File: config.mk
export PLATFORM = sky130hd
export DESIGN_NAME = objective
export DESIGN_NICKNAME = d
export VERILOG_FILES = /design/src/rtl/objective.sv
export SDC_FILE = /design/constraint.sdc
export NUM_CORES = 1
export LEC_CHECK = 0
export CORE_MARGIN = 2
export CORE_UTILIZATION = 40
export CTS_BUF_LIST = sky130_fd_sc_hd__clkbuf_2
export CTS_CLUSTER_DIAMETER = 150
export CTS_CLUSTER_SIZE = 10
export DETAILED_ROUTE_END_ITERATION = 8
export REMOVE_ABC_BUFFERS = 1
export SYNTH_ARGS = -nofsm -noshare
export SYNTH_HDL_FRONTEND = slang
export SYNTH_SLANG_ARGS = --single-unit
export TNS_END_PERCENT = 30
File: constraint.sdc
create_clock -name clk -period 3.6 [get_ports clk]
set_clock_uncertainty 0.15 [all_clocks]
set_input_delay 0.72 -clock clk [delete_from_list [all_inputs] [get_ports clk]]
set_output_delay 0.72 -clock clk [all_outputs]
set_load 0.02 [all_outputs]
File: src/rtl/objective.sv
// objective: training-side terminator of a neuron layer's res/err interface.
// Results are paired with buffered target labels. The scaled signed error
// (target - result) << RATE is returned on the err channel, saturated to Q8.8.
// Optional feature macro OBJECTIVE_STATS_EN adds cnt_dat, a saturating count
// of error handshakes that carried a nonzero error.
//
//   state | meaning
//   ------+----------------------------------------------------------
//   IDLE  | waiting for a result; en=0 drops it, en=1 needs a target
//   HOLD  | error registered on err_dat, waiting for err_rdy
module objective #(
    parameter int DEPTH = 4,
    parameter int RATE  = 7
) (
    input  logic        clk,
    input  logic        rst,
    input  logic        en,
    input  logic        res_stb,
    input  logic [7:0]  res_dat,
    output logic        res_rdy,
    input  logic        tgt_stb,
    input  logic [7:0]  tgt_dat,
    output logic        tgt_rdy,
    output logic        err_stb,
    output logic [15:0] err_dat,
    input  logic        err_rdy
`ifdef OBJECTIVE_STATS_EN
    ,
    output logic [15:0] cnt_dat
`endif
);

    localparam int AW = (DEPTH > 1) ? $clog2(DEPTH) : 1;
    localparam int CW = $clog2(DEPTH + 1);

    typedef enum logic {
        IDLE = 1'b0,
        HOLD = 1'b1
    } state_t;

    state_t             state;
    logic [7:0]         mem [DEPTH];
    logic [AW-1:0]      wr_ptr;
    logic [AW-1:0]      rd_ptr;
    logic [CW-1:0]      count;
    logic               full;
    logic               empty;
    logic               push;
    logic               pop;
    logic               res_fire;
    logic signed [8:0]  diff;
    logic signed [17:0] diff_ext;
    logic signed [17:0] scaled;
    logic [15:0]        err_sat;

    // Handshake qualifiers; both ready outputs are forced low while in reset.
    assign full     = (count == CW'(DEPTH));
    assign empty    = (count == '0);
    assign tgt_rdy  = rst & ~full;
    assign res_rdy  = rst & (state == IDLE) & (~en | ~empty);
    assign push     = tgt_stb & tgt_rdy;
    assign res_fire = res_stb & res_rdy;
    // A result consumed in inference mode never touches the target FIFO.
    assign pop      = res_fire & en;

    // Error arithmetic: 9-bit signed difference, sign-extended to 18 bits so the
    // largest shift (255 << 8) cannot overflow before saturation.
    assign diff     = $signed({1'b0, mem[rd_ptr]}) - $signed({1'b0, res_dat});
    assign diff_ext = {{9{diff[8]}}, diff};
    assign scaled   = diff_ext <<< RATE;

    // Clamp the scaled error into the signed 16-bit Q8.8 range.
    always_comb begin
        err_sat = scaled[15:0];
        if (scaled > 18'sd32767) begin
            err_sat = 16'h7FFF;
        end else if (scaled < -18'sd32768) begin
            err_sat = 16'h8000;
        end
    end

    // Target FIFO storage; contents need no reset since count guards them.
    always_ff @(posedge clk) begin
        if (push) begin
            mem[wr_ptr] <= tgt_dat;
        end
    end

    // Target FIFO pointers and occupancy.
    always_ff @(posedge clk) begin
        if (!rst) begin
            wr_ptr <= '0;
            rd_ptr <= '0;
            count  <= '0;
        end else begin
            if (push) begin
                wr_ptr <= wr_ptr + AW'(1);
            end
            if (pop) begin
                rd_ptr <= rd_ptr + AW'(1);
            end
            case ({push, pop})
                2'b10:   count <= count + CW'(1);
                2'b01:   count <= count - CW'(1);
                default: count <= count;
            endcase
        end
    end

    // Result/error sequencing with registered err_stb and err_dat.
    always_ff @(posedge clk) begin
        if (!rst) begin
            state   <= IDLE;
            err_stb <= 1'b0;
            err_dat <= 16'h0000;
        end else begin
            case (state)
                IDLE: begin
                    if (pop) begin
                        err_dat <= err_sat;
                        err_stb <= 1'b1;
                        state   <= HOLD;
                    end
                end
                HOLD: begin
                    // err_dat is deliberately left holding the last error.
                    if (err_rdy) begin
                        err_stb <= 1'b0;
                        state   <= IDLE;
                    end
                end
                default: begin
                    state   <= IDLE;
                    err_stb <= 1'b0;
                end
            endcase
        end
    end

`ifdef OBJECTIVE_STATS_EN
    // Saturating count of delivered errors that were nonzero.
    always_ff @(posedge clk) begin
        if (!rst) begin
            cnt_dat <= 16'h0000;
        end else if (err_stb && err_rdy && (err_dat != 16'h0000) && (cnt_dat != 16'hFFFF)) begin
            cnt_dat <= cnt_dat + 16'd1;
        end
    end
`endif

endmodule
==> flow_metrics.py <==
metrics = {
    "synth": {
        "synth-adder-area-share_pct": 8.52,
        "synth_edf_count": 32,
        "syn_area_um2": 2380,
        "ys_seq_area_share_pct": 57.2,
        "synth_xor_area_share_pct": 3.68,
        "synth_flop_cell": "edfxtp_1",
        "avgSynthCellArea_um2": 13.4,
        "synth.top_cell.area_share_pct": 40.4,
        "async_flop_share_pct": 0,
        "yosys.area_share.simple_pct": 8.57,
        "synth_top_family_by_area": "compound AO/OA/AOI/OAI gates",
        "yosysMostFrequentCell": "edfxtp_1",
        "synth_top_cell_by_area": "edfxtp_1",
        "synth_common_cells": "edfxtp_1 (32), dfxtp_1 (20), ha_1 (13)",
        "synth_top_cells_by_area": "edfxtp_1 (40%), dfxtp_1 (17%), mux4_2 (7.6%)",
        "synth_mux_area_share_pct": 7.99,
        "ys_warn_count": 0,
        "synthesis.instances": 178,
        "synth_compound_gate_area_share_pct": 8.73,
        "synth_cell_types": 41,
        "ys_ff_latch": 52,
    },
    "route": {
        "drt_iter0_drc": 50,
        "dr_total_vias": 1393,
        "vias_per_cell": 4.75,
        "dr.pass1.iters": 4,
        "wl_per_cell_um": 13.9,
        "wl_mm": 4.08,
        "drc": 0,
        "ant_nets": 0,
    },
    "final_layout": {
        "nNetsFinal": 254,
        "multi_input_area_um2": 918,
        "final_cells": 293,
        "area_growth_pct": 19.5,
        "seqCellArea_um2": 1360,
        "n_antenna_cell": 0,
        "drive_gt1_share_pct": 12.4,
        "fillers": 519,
    },
    "critical_path": {
        "cp.required_ns": 2.73,
        "crit_fanout": 5,
        "reg2reg_depth": 8,
        "cp-start-kind": "input port",
        "criticalPathCategory": "input port to primary output",
        "critPathCaptureType": "primary output",
        "ff2ff_setup_slack_ns": 0.60,
        "cp_data_arrival_time_ns": 2.25,
        "reg2reg_to": "err_dat[15]$_SDFFE_PN0P_",
        "startpoint": "rst",
    },
    "timing": {
        "hold_slack_ns": 0.333,
        "slew_viol_final": 0,
        "fmax_mhz": 321,
        "period_share_pct": 86.7,
        "setup_viol": 0,
        "rsz0062_at_grt": "no",
        "hold_violations": 0,
        "tns_ns": 0,
        "fin_crit_ns": 3.12,
    },
    "power": {
        "switching_share_pct": 27.5,
        "p_int_uw": 808,
        "p_per_area_nw_per_um2": 392,
        "combPwrFrac_pct": 17.2,
        "max-vdd-ir-drop_mv": 0.194,
        "sequentialPowerShare_pct": 60.1,
        "clock_power_share_pct": 22.7,
        "switchingPower_uw": 306,
        "p_leak_nw": 1.09,
        "total_power_mw": 1.11,
    },
    "cts": {
        "clk_latency_ns": 0.43,
        "clk_path_buf_depth": 2,
        "clock-sinks": 52,
        "postCtsResizedCells": 0,
        "cts_setup_buffers": 0,
        "cts_root_buf": "clkbuf_2",
        "path_clk_slew_ns": 0.27,
        "cts_tree": "built",
        "cts_buffers": 5,
        "h-tree-depth": 2,
        "cts-hold-fix-buffers": 0,
    },
    "global_route": {
        "overflow": 0,
        "grt_max_degree": 19,
        "grt_use_total_pct": 13.3,
        "grt_pass1_wl_mm": 6.54,
        "grt_pass1_vias": 1363,
        "antenna_found_initial": 0,
    },
    "placed_design": {
        "port_buffers": 33,
        "hpwl_mm": 3.02,
        "gp_congestion": 0.737,
        "place_inst": 285,
    },
    "floorplanning": {
        "num_rows": 28,
        "fp.dieH_um": 81.1,
        "die-area_um2": 6580,
        "start_util_pct": 40.7,
        "ios": 41,
        "design.core.area_um2": 5850,
        "die_w_um": 81.1,
    },
    "worst_hold_path": {
        "holdPathEnd": "err_dat[15]$_SDFFE_PN0P_",
        "holdCritStartpoint": "err_dat[15]$_SDFFE_PN0P_",
        "hold_depth": 2,
        "hold_path_class": "flop to flop",
    },
    "run": {
        "drv_cap": 0,
    },
    "status": {
        "status": "finished clean",
    },
}
power groups by stage:
stage                     clock network (mW)  registers, mW  logic, mW
after floorplan                            0          0.689      0.110
after global placement                     0          0.681      0.193
after detailed placement                   0          0.682      0.194
after CTS                              0.264          0.670      0.195
after global routing                   0.289          0.672      0.215
final                                  0.253          0.669      0.192
per-stage QoR:
stage	util, %	worst slack [ns]	cell area, µm²
CTS	48.6	0.459	2840
finish	48.6	0.480	2840
detailed placement	47.7	0.349	2790
global placement	47.7	0.327	2790
floorplan	-	0.374	2330
global route	48.6	0.357	2840
how the worst max path moves through the flow:
stage	endpoint	slack, ns
after global placement	count[2]$_SDFFE_PN0P_	0.33
after floorplan	count[2]$_SDFFE_PN0P_	0.37
after global routing	tgt_rdy	0.36
final	tgt_rdy	0.48
after CTS	tgt_rdy	0.46
after detailed placement	count[2]$_SDFFE_PN0P_	0.35
state kept, by name, summed over array words and instances, names as in the netlist, named ones only:
signal	flops
rd_ptr	2
count	3
err_dat	9
state	1
mem	32
wr_ptr	2
err_stb	1
placed cells by master (no fill, tap or decap), types with 2 or more instances in the layout:
| cell | count |
|---|---|
| and3_1 | 4 |
| buf_4 | 5 |
| dfxtp_1 | 20 |
| edfxtp_1 | 32 |
| clkdlybuf4s50_1 | 33 |
| nor2_1 | 4 |
| inv_1 | 12 |
| clkbuf_2 | 5 |
| and2_1 | 7 |
| conb_1 | 7 |
| a21boi_0 | 4 |
| xnor2_1 | 6 |
| o211a_1 | 3 |
| mux4_2 | 8 |
| nand3_1 | 4 |
| nand2b_1 | 3 |
| o21ai_0 | 7 |
| nand2_1 | 9 |
| xor2_1 | 4 |
| ha_1 | 13 |
| a21oi_1 | 3 |
| fa_1 | 2 |
| a21o_2 | 2 |
per-layer routing:
layer / global-route usage, % / up-vias / wire length (µm)
met5: 0 / - / 0
met4: 3.56 / 0 / 15
met3: 3.00 / 2 / 142
met2: 22.3 / 27 / 1960
met1: 17.5 / 659 / 1970
li1: - / 705 / -
logic make-up (layout without fill, tap and decap cells):
family	count (synthesis)	in the layout
adders and majority gates	15	15
xor gates and xnor gates	10	10
AOI/OAI and AO/OA	28	28
other	1	7
DFF	52	52
and+or+nand+nor	38	38
muxes	9	9
buffers and inverters	25	59
critical path, cell delays in order:
cell and delay [ns]:
clkdlybuf4s50_1 0.53, a21boi_0 0.24, buf_4 0.17, clkdlybuf4s50_1 0.60
final cells by class:
cell class	instances	share of cell area, %
clock buffer	5	0.880
multi-input combinational	107	32.3
timing repair buffer	38	12.9
sequential	52	47.9
clock inverter	3	0.968
inverter	13	1.72
tap	75	3.30
Note: power is estimated with default switching activity, not from simulation.
==> patch 1 (same flow settings) <==
Add a define of `OBJECTIVE_STATS_EN`.
--- a/src/rtl/objective.sv
+++ b/src/rtl/objective.sv
@@ -10,2 +10,4 @@
 //   HOLD  | error registered on err_dat, waiting for err_rdy
+`define OBJECTIVE_STATS_EN
+
 module objective #(
Check against the original RTL (old outputs only; new: cnt_dat): equivalent (equiv_simple and equiv_induct, registers matched by name and starting in step).
==> patch 1 against the unedited design <==
Setup slack worse by 0.086 ns. Sequential cell count grew 16. Synthesized cell count is 56% higher. Final area grew 40%. Sequential share of layout area fell by 5.6 points. Routed wire length is 50% higher. Power is 44% higher. Synthesized area up 37%. Critical path type unchanged. Highest routed layer unchanged.
==> patch 1: results (changes against the unedited design) <==
metric;value;unit;change
top_regs;mem (32), cnt_dat (16), err_dat (9);;
nets;372;;+46%
cp_max_fo;12;;+7
grt_use_met3;3.69;%;+0.69 points
post_drt_via_cell_ratio;5.02;;+5.6%
ys.flop_type;dfxtp_1;;
cts_resized;0;;unchanged
portBuffers;49;;+48%
leakage;1.43;nW;+31%
wire_per_inst;13.9;um;about the same
ys_seq_area_share;51.7;%;-5.6 points
clk-insertion-delay-late;0.50;ns;+0.07 ns
use_met1;19.5;%;+1.9 points
grt_pass1_vias;2119;;+55%
synthTopCellsByArea;edfxtp_1, dfxtp_1, mux4_2;;
crit_arrival;2.34;ns;+0.09 ns
synthTopCellsByCount;dfxtp_1, edfxtp_1, nor2_1;;
gp_congestion;0.798;;+8.2%
nFillCells;722;;+39%
cts_max_level;3;;+1
ys_async_sr_fraction;0;%;unchanged
dp_slack;0.195;ns;-0.154 ns
grt_pass1_wl;10.1;mm;+54%
ys_types;51;;+24%
clkTransAtPathRegs;0.20;ns;-0.07 ns
yosys_warnings;0;;unchanged
ir_drop;0.257;mV;+33%
dp_hpwl;4.65;mm;+54%
status;complete, no violations;;
fin_ws;0.394;ns;-0.0862 ns
cts-root-buf;clkbuf_2;;
multi_input_area;0.00142;sq mm;+55%
globalRouteTotalUtil;14.9;%;+1.6 points
drtIter0Drc;89;;+78%
numCtsBuffers;9;;+4
rrSetupSlack;0.78;ns;+0.18 ns
drive_above_1_share;13.0;%;+0.59 points
min_path_type;flip-flop to flip-flop;;
holdWs;0.367;ns;+0.0332 ns
firstDrtPassIters;4;;unchanged
synth_edf_count;32;;unchanged
met2_usage;24.0;%;+1.7 points
antenna_cells;0;;unchanged
cts_setup_buffers;0;;unchanged
clockBufferDepth;2;;unchanged
grt_max_degree;22;;+3
-- patch 1: changes by cell type after synthesis, moves of 5 or more --
cell     unedited run  this run
nor3_1              1         6
dfxtp_1            20        36
nor2_1              4        23
or3_1               1         6
and2_1              7         1
a21oi_1             3        13
-- patch 1: area by class of cell --
| class | count | share of cell area (%) |
|---|---|---|
| sequential | 68 | 42.3 |
| multi-input combinational | 183 | 35.7 |
| timing repair buffer | 54 | 13.3 |
| tap | 102 | 3.21 |
| clock inverter | 7 | 2.64 |
| inverter | 18 | 1.76 |
| clock buffer | 9 | 1.13 |
-- patch 1: kinds of logic after synthesis --
kind of cell    after synthesis  share of synthesized area, %
other cells                   1                         0.115
simple gates                 85                          14.3
mux                          11                          6.46
flops                        68                          51.7
buf+inv                      33                          5.42
xor+xnor                     13                          3.50
fa+ha+maj                    16                          6.61
compound gates               51                          11.9
-- patch 1: path summary, 6_finish.rpt --
kind | from | to | cells after the start
max reg2reg | flip-flop | err_dat[14] | 8
min reg2reg | err_dat[10] | err_dat[10] | 2
min | err_dat[10] | err_dat[10] | 2
max | rst | tgt_rdy | 4
-- patch 1: per-layer routing --
metal	share of wire, %	up-vias
li1	-	1116
met1	47	1041
met2	48	52
met3	4.5	5
met4	0.96	0
met5	0	-
-- patch 1: critical path, stage by stage --
cell,delay (ns)
clkdlybuf4s50_1,0.53
inv_4,0.09
a21oi_1,0.31
clkdlybuf4s50_1,0.69
-- patch 1: power breakdown --
part / switching (mW) / total, mW / internal, mW
logic: 0.112 / 0.213 / 0.100
clock network: 0.301 / 0.543 / 0.242
registers: 0.0167 / 0.850 / 0.834
-- patch 1: per-stage QoR --
stage / area [sq um] / instances
2_1_floorplan: 3170 / 269
3_3_place_gp: 3830 / 425
3_5_place_dp: 3830 / 425
4_1_cts: 3980 / 441
5_1_grt: 3980 / 441
6_report: 3980 / 441
==> patch 2 (config.mk and constraints unchanged) <==
Made on the original files. `DEPTH`: 4 -> 8.
--- a/src/rtl/objective.sv
+++ b/src/rtl/objective.sv
@@ -11,3 +11,3 @@
 module objective #(
-    parameter int DEPTH = 4,
+    parameter int DEPTH = 8,
     parameter int RATE  = 7
Check against the original RTL: not equivalent (Yosys sat finds a counterexample within 10 cycles, from zero or initial values and one cycle with rst low).
==> patch 2 against the unedited design <==
Clock power increased by 93%. Final area increased by 58%. Register-to-register slack got worse by 0.15 ns. Synthesized area increased by 62%. Highest routed layer unchanged. Setup slack got worse by 0.028 ns. Non-clock buffer count increased by 8. Sequential cell count increased by 36. Via count increased by 58%. Power increased by 61%. Routed wire length increased by 73%.
==> patch 2: results (changes against the unedited design) <==
metric;value;unit;change
status;complete, no violations;;
synthTopCellsByCount;edfxtp_1, dfxtp_1, nand2_1;;
min_from;rd_ptr[1];;
placed_cells;431;;+51%
ys_seq_area_share;62.2;%;+5.0 points
grt_use_met3;2.46;%;-0.54 points
ir_drop;0.177;mV;-8.4%
fin_cells;447;;+53%
wl_met2;3.23;mm;+65%
slowest_stage;dfxtp_1;;
drive_above_1_share;17.0;%;+4.6 points
met2_usage;22.6;%;+0.31 points
use_met1;20.2;%;+2.7 points
dp_hpwl;4.77;mm;+58%
cpPeakStageDelay;0.55;ns;-0.05 ns
rrSetupSlack;0.45;ns;-0.15 ns
pg_clk;0.489;mW;+93%
synth-xor-area-share;2.04;%;-1.6 points
top_regs;mem (64), err_dat (9), count (4);;
gp_congestion;0.769;;+4.3%
grt_max_degree;22;;+3
grt_pass1_wl;11.1;mm;+70%
clk-insertion-delay-late;0.55;ns;+0.12 ns
drt-total-wl;7.05;mm;+73%
worst_path_dominant_cell_family;multiplexers;;
numCtsBuffers;9;;+4
postSynthCellCount;269;;+51%
globalRouteTotalUtil;14.5;%;+1.2 points
synth_edf_count;64;;+100%
cp_max_fo;14;;+9
fmax;318;MHz;-0.88%
clkTransAtPathRegs;0.29;ns;+0.02 ns
firstDrtPassIters;5;;+1
critical_path_class;flip-flop to flip-flop;;
synthTopCellsByArea;edfxtp_1, dfxtp_1, mux4_2;;
holdWs;0.313;ns;-0.0207 ns
synth-compound-area-share;6.32;%;-2.4 points
synthAdderAreaFrac;4.73;%;-3.8 points
powerDensity;400;mW/mm^2;+2.1%
switching_share;27.0;%;-0.43 points
crit_arrival;3.51;ns;+1.26 ns
wl_met1;3.42;mm;+74%
[patch 2: cell count changes in the layout (fill, tap and decap cells not counted), sizes merged, moves of 5 or more]
cell    delta
edfxtp    +32
mux2       +7
mux4       +8
buf        +8
nor2       +5
nand2     +13
[patch 2: how the worst max path moves through the flow]
| stage | end | cells past startpoint |
|---|---|---|
| 6_report | err_dat[15] | 9 |
| 5_1_grt | err_dat[15] | 9 |
| 4_1_cts | err_dat[15] | 9 |
| 3_5_place_dp | count[2] | 11 |
| 3_3_place_gp | count[2] | 11 |
| 2_1_floorplan | err_dat[11] | 9 |
[patch 2: area by class of cell]
type	count	area, sq um
clock buffers	9	45.0
clock inverters	7	70.1
fillers	822	4790
inverters	10	37.5
multi-input cells	158	1330
flip-flops and latches	88	2400
well taps	129	161
repair buffers	46	440
